**src/rtl/cbus_rr_arbiter.sv**
```systemverilog
// cbus round-robin arbiter: locks one requester onto the shared master
// port for a whole burst and flags burst-length / dropped-request errors.
package cbus_pkg;
    localparam int ADDR_W = 32;
    localparam int DATA_W = 32;
    localparam int LEN_W  = 8;

    typedef struct packed {
        logic              valid;
        logic              is_write;
        logic [ADDR_W-1:0] addr;
        logic [LEN_W-1:0]  len;
        logic [DATA_W-1:0] data;
    } cbus_req_t;

    typedef struct packed {
        logic              ready;
        logic              last;
        logic [DATA_W-1:0] data;
    } cbus_resp_t;
endpackage

module cbus_rr_arbiter
    import cbus_pkg::*;
#(
    parameter int NUM_INPUTS = 2,
    parameter int IDX_W      = (NUM_INPUTS > 1) ? $clog2(NUM_INPUTS) : 1,
    parameter int BEAT_W     = 8
) (
    input  logic             clk,
    input  logic             reset,
    input  cbus_req_t        ireqs  [NUM_INPUTS],
    output cbus_resp_t       iresps [NUM_INPUTS],
    output cbus_req_t        oreq,
    input  cbus_resp_t       oresp,
    output logic             busy,
    output logic [IDX_W-1:0] owner,
    output logic             proto_err
);

    localparam int CMP_W = ((BEAT_W > LEN_W) ? BEAT_W : LEN_W) + 1;

    typedef enum logic {
        ST_IDLE,
        ST_BUSY
    } state_t;

    state_t            r_state;
    logic [IDX_W-1:0]  r_rr_ptr;
    logic [IDX_W-1:0]  r_owner;
    logic [BEAT_W-1:0] r_beat_cnt;
    logic              r_proto_err;

    logic              w_found;
    logic [IDX_W-1:0]  w_sel;
    logic [IDX_W-1:0]  w_next_ptr;
    logic [CMP_W-1:0]  w_beats;
    logic [CMP_W-1:0]  w_expect;

    // First valid requester at or after rr_ptr, wrapping.
    always_comb begin
        w_found = 1'b0;
        w_sel   = '0;
        for (int k = 0; k < NUM_INPUTS; k++) begin
            if (!w_found &&
                ireqs[IDX_W'((int'(r_rr_ptr) + k) % NUM_INPUTS)].valid) begin
                w_found = 1'b1;
                w_sel   = IDX_W'((int'(r_rr_ptr) + k) % NUM_INPUTS);
            end
        end
    end

    assign w_next_ptr = (r_owner == IDX_W'(NUM_INPUTS - 1)) ?
                        '0 : r_owner + IDX_W'(1);

    // Widened so that len = max does not wrap to zero beats.
    assign w_beats  = CMP_W'(r_beat_cnt) + CMP_W'(1);
    assign w_expect = CMP_W'(ireqs[r_owner].len) + CMP_W'(1);

    always_ff @(posedge clk) begin
        if (reset) begin
            r_state     <= ST_IDLE;
            r_rr_ptr    <= '0;
            r_owner     <= '0;
            r_beat_cnt  <= '0;
            r_proto_err <= 1'b0;
        end else if (r_state == ST_IDLE) begin
            if (w_found) begin
                r_owner    <= w_sel;
                r_beat_cnt <= '0;
                r_state    <= ST_BUSY;
            end
        end else begin
            if (!ireqs[r_owner].valid) begin
                r_proto_err <= 1'b1;
            end
            if (oresp.ready) begin
                r_beat_cnt <= r_beat_cnt + BEAT_W'(1);
                if (oresp.last) begin
                    if (w_beats != w_expect) begin
                        r_proto_err <= 1'b1;
                    end
                    r_rr_ptr <= w_next_ptr;
                    r_state  <= ST_IDLE;
                end
            end
        end
    end

    always_comb begin
        oreq = '0;
        for (int i = 0; i < NUM_INPUTS; i++) begin
            iresps[i] = '0;
        end
        if (r_state == ST_BUSY) begin
            oreq            = ireqs[r_owner];
            iresps[r_owner] = oresp;
        end
    end

    assign busy      = (r_state == ST_BUSY);
    assign owner     = r_owner;
    assign proto_err = r_proto_err;

endmodule

```
**config.mk**
```make
export PLATFORM = sky130hd
export DESIGN_NAME = cbus_rr_arbiter
export DESIGN_NICKNAME = d
export VERILOG_FILES = /design/src/rtl/cbus_rr_arbiter.sv
export SDC_FILE = /design/constraint.sdc
export NUM_CORES = 1
export LEC_CHECK = 0
export ABC_AREA = 1
export ABC_CLOCK_PERIOD_IN_PS = 1800
export CAP_MARGIN = 20
export CORE_AREA = 10 10 120 122
export CTS_BUF_LIST = sky130_fd_sc_hd__clkbuf_2 sky130_fd_sc_hd__clkbuf_4 sky130_fd_sc_hd__clkbuf_8
export DETAILED_ROUTE_END_ITERATION = 12
export DIE_AREA = 0 0 130 132
export PLACE_DENSITY = 0.77
export RECOVER_POWER = 50
export SLEW_MARGIN = 10
export SYNTH_ARGS = -nofsm -noshare
export SYNTH_HDL_FRONTEND = slang
export SYNTH_SLANG_ARGS = --single-unit
```
**constraint.sdc**
```tcl
create_clock -name clk -period 1.8 [get_ports clk]
set_clock_uncertainty 0.15 [all_clocks]
set_input_delay 0.54 -clock clk [delete_from_list [all_inputs] [get_ports clk]]
set_output_delay 0.54 -clock clk [all_outputs]
set_load 0.01 [all_outputs]
```
==> out/results.tsv, run 1 <==
metric	value	unit
startpoint class of the critical path	register	
latest clock arrival within the worst-skew pair	0.25	ns
failing checks	negative setup slack	
fin util	60.6	%
final worst setup slack	-0.421	ns
synthesized area per cell	4.53	um^2
total track usage	20.7	%
Initial Util	20.3	%
Final Cycle Share	123	%
CTS tree	yes	
RSZ-0062 raised after global routing	yes	
grt total ovfl	0	
Req. time, crit path	1.11	ns
register area share after synthesis	9.92	%
DIE HEIGHT	132	um
vias in the first global route	4808	
hold crit path type	register to register	
Core Region	0.0119	mm^2
Vias/cell	4.59	
Syn Std Cell Area	0.00242	mm^2
Final min period	2.22	ns
first-pass GRT wire length	28200	um
Post-DP Area	0.00657	mm^2
status	finished, violations left	
Ys Warns	0	
min-delay src	r_rr_ptr	
Clock transition at path regs	0.05	ns
Root Buffer	clkbuf_8	
FMAX	450	MHz
GP Congestion	0.853	
syn nets	720	
Worst VDD drop	301	uV
register area	248	um^2
maximum root-to-sink buffer count	2	
DRC Markers	0	
Non-Filler Instances	1091	
Synth Register Bits	12	
initial antenna violation count	6	
CP endpoint kind	output pin	
Max H-tree Level	1	
most common cell after layout, fill and taps aside	nand2_1	
final slew viol count	0	
fin area	0.00722	mm^2
final setup fails	146	
worst-path fanout max	8	
Multi-input gate area	0.00258	mm^2
Setup CP Type	register to output pin	
Num CTS Buffers	3	
total number of vias	5011	
largest net degree at the start of global routing	30	
PD cells	340	mW/mm^2
Pre-antenna DRT Iters	5	
total I/O pin count	329	
Max-Cap Viols	0	
Avg WL per Cell	19.0	um
die width	130	um
hpwl dp	14900	um
cts hold-fix bufs	0	
number of routed nets with antenna violations	0	
Placed Cells	1036	
Setup TNS	-40.99	ns
Cell Rows	40	
CP arrival	1.53	ns
DIE AREA	0.0172	mm^2
total wire length	20700	um
Num Clock Sinks	12	
beginning of the critical path	owner	
Max transition margin	79.4	%
Worst-Margin Slew	0.308	ns
Post-Synthesis Cells	534	
Iter 0 DRT Violations	157	
most frequent cells in the layout	nand2_1, buf_2, clkdlybuf4s50_1	
Unique masters post-synth	27	
Leak	3.77	nW
layout cells sized above 1	47.4	%
# port buffers	328	
Final Hold Viols	0	
Final #Nets	1125	
Layout area overhead	198	%
fill cell count	1113	
worst reg2reg startpoint	owner	
Design Power	2.46	mW
[repair_timing]
item                                    in CTS  in global routing
cloned                                      10                 11
buffers inserted                            14                 11
pin swaps                                  106                 32
gates resized for setup                    715                159
endpoints found under the hold margin        0                  0
endpoints found under the setup margin     154                152
[final timing paths]
kind                            cells after the start        end  slack [ns]
worst max register to register                     17  proto_err       -0.36
worst min register to register                      2      owner        0.30
worst min-delay path                                2      owner        0.30
worst max-delay path                                7   oreq[73]       -0.42
[final cells by class]
class	count	area share, %
clock buffers	4	0.676
flip-flops and latches	12	3.43
repair buffers	432	53.9
multi-input cells	426	35.7
diodes	6	0.208
inverters	64	3.57
well taps	147	2.55
[per-stage QoR]
stage               hold slack (ns)  worst slack (ns)
CTS                           0.302            -0.333
detailed placement            0.293            -0.804
global route                  0.330            -0.545
floorplan                     0.269           -0.0509
finish                        0.302            -0.421
global placement              0.290            -0.804
[cells in the mapped netlist]
| library cell | number | share of area [%] |
|---|---|---|
| a211oi_1 | 1 | 0.31 |
| a21oi_1 | 75 | 16 |
| a21oi_2 | 1 | 0.36 |
| buf_1 | 6 | 0.93 |
| buf_4 | 1 | 0.31 |
| buf_6 | 1 | 0.47 |
| clkbuf_1 | 24 | 3.7 |
| dfxtp_1 | 12 | 9.9 |
| ha_1 | 2 | 1.0 |
| inv_1 | 62 | 9.6 |
| inv_2 | 2 | 0.31 |
| nand2_1 | 215 | 33 |
| nand2_2 | 2 | 0.52 |
| nand3_1 | 24 | 5.0 |
| nand3b_1 | 2 | 0.62 |
| nand4_1 | 2 | 0.52 |
| nor2_1 | 87 | 13 |
| nor2_2 | 2 | 0.52 |
| nor3_1 | 1 | 0.21 |
| nor3_2 | 1 | 0.41 |
| o21ai_0 | 4 | 0.83 |
| o21ai_1 | 2 | 0.41 |
| o21ai_2 | 1 | 0.36 |
| o32ai_1 | 1 | 0.36 |
| or2_2 | 1 | 0.26 |
| xnor2_1 | 1 | 0.36 |
| xor2_1 | 1 | 0.36 |
[critical path: stages, from the launching register on]
cell and delay [ns]:
dfxtp_4 0.42, clkinv_8 0.09, buf_16 0.16, buf_6 0.11, or2_4 0.22, o21ai_2 0.06, nor2_1 0.06, buf_2 0.15
[cells by family after synthesis]
family                     synth area share (%)
AOI/OAI and AO/OA                          18.1
xor gates and xnor gates                  0.724
adders and majority gates                  1.03
buffers and inverters                      15.3
DFF                                        9.92
and+or+nand+nor                            54.8
[state kept, by name, summed over array words and instances, names as in the netlist]
signal      flops
r_beat_cnt      8
busy            1
owner           1
proto_err       1
r_rr_ptr        1
[per-layer routing]
metal  GRT usage [%]  wire [um]  up-vias
met3            7.96       2130       32
met5               0          0        -
met2            35.7      10300      256
met4            6.63        546        0
li1                -          -     2456
met1            22.6       7730     2267
[report_power, final]
| group | leakage, nW | switching, mW | total [mW] | internal [mW] |
|---|---|---|---|---|
| sequential | 0.0988 | 0.0148 | 0.289 | 0.274 |
| combinational | 3.65 | 0.892 | 1.89 | 1.00 |
| clock | 0.0262 | 0.103 | 0.275 | 0.171 |
| total | 3.77 | 1.01 | 2.46 | 1.45 |
Note: power is estimated with default switching activity, not from simulation.
==> run 2: changes to the inputs <==
--- a/config.mk
+++ b/config.mk
@@ -14,7 +14,7 @@
 export DIE_AREA = 0 0 130 132
 export PLACE_DENSITY = 0.77
 export RECOVER_POWER = 50
-export SLEW_MARGIN = 10
+export SLEW_MARGIN = 0
 export SYNTH_ARGS = -nofsm -noshare
 export SYNTH_HDL_FRONTEND = slang
 export SYNTH_SLANG_ARGS = --single-unit
==> results of run 2 <==
Final layout, timing and power as in run 1 (identical DEF).
==> run 3: changes to the inputs <==
--- a/config.mk
+++ b/config.mk
@@ -10,6 +10,7 @@
 export CAP_MARGIN = 20
 export CORE_AREA = 10 10 120 122
 export CTS_BUF_LIST = sky130_fd_sc_hd__clkbuf_2 sky130_fd_sc_hd__clkbuf_4 sky130_fd_sc_hd__clkbuf_8
+export CTS_CLUSTER_SIZE = 20
 export DETAILED_ROUTE_END_ITERATION = 12
 export DIE_AREA = 0 0 130 132
 export PLACE_DENSITY = 0.77
==> results of run 3 <==
Final layout, timing and power as in run 1 (identical DEF).
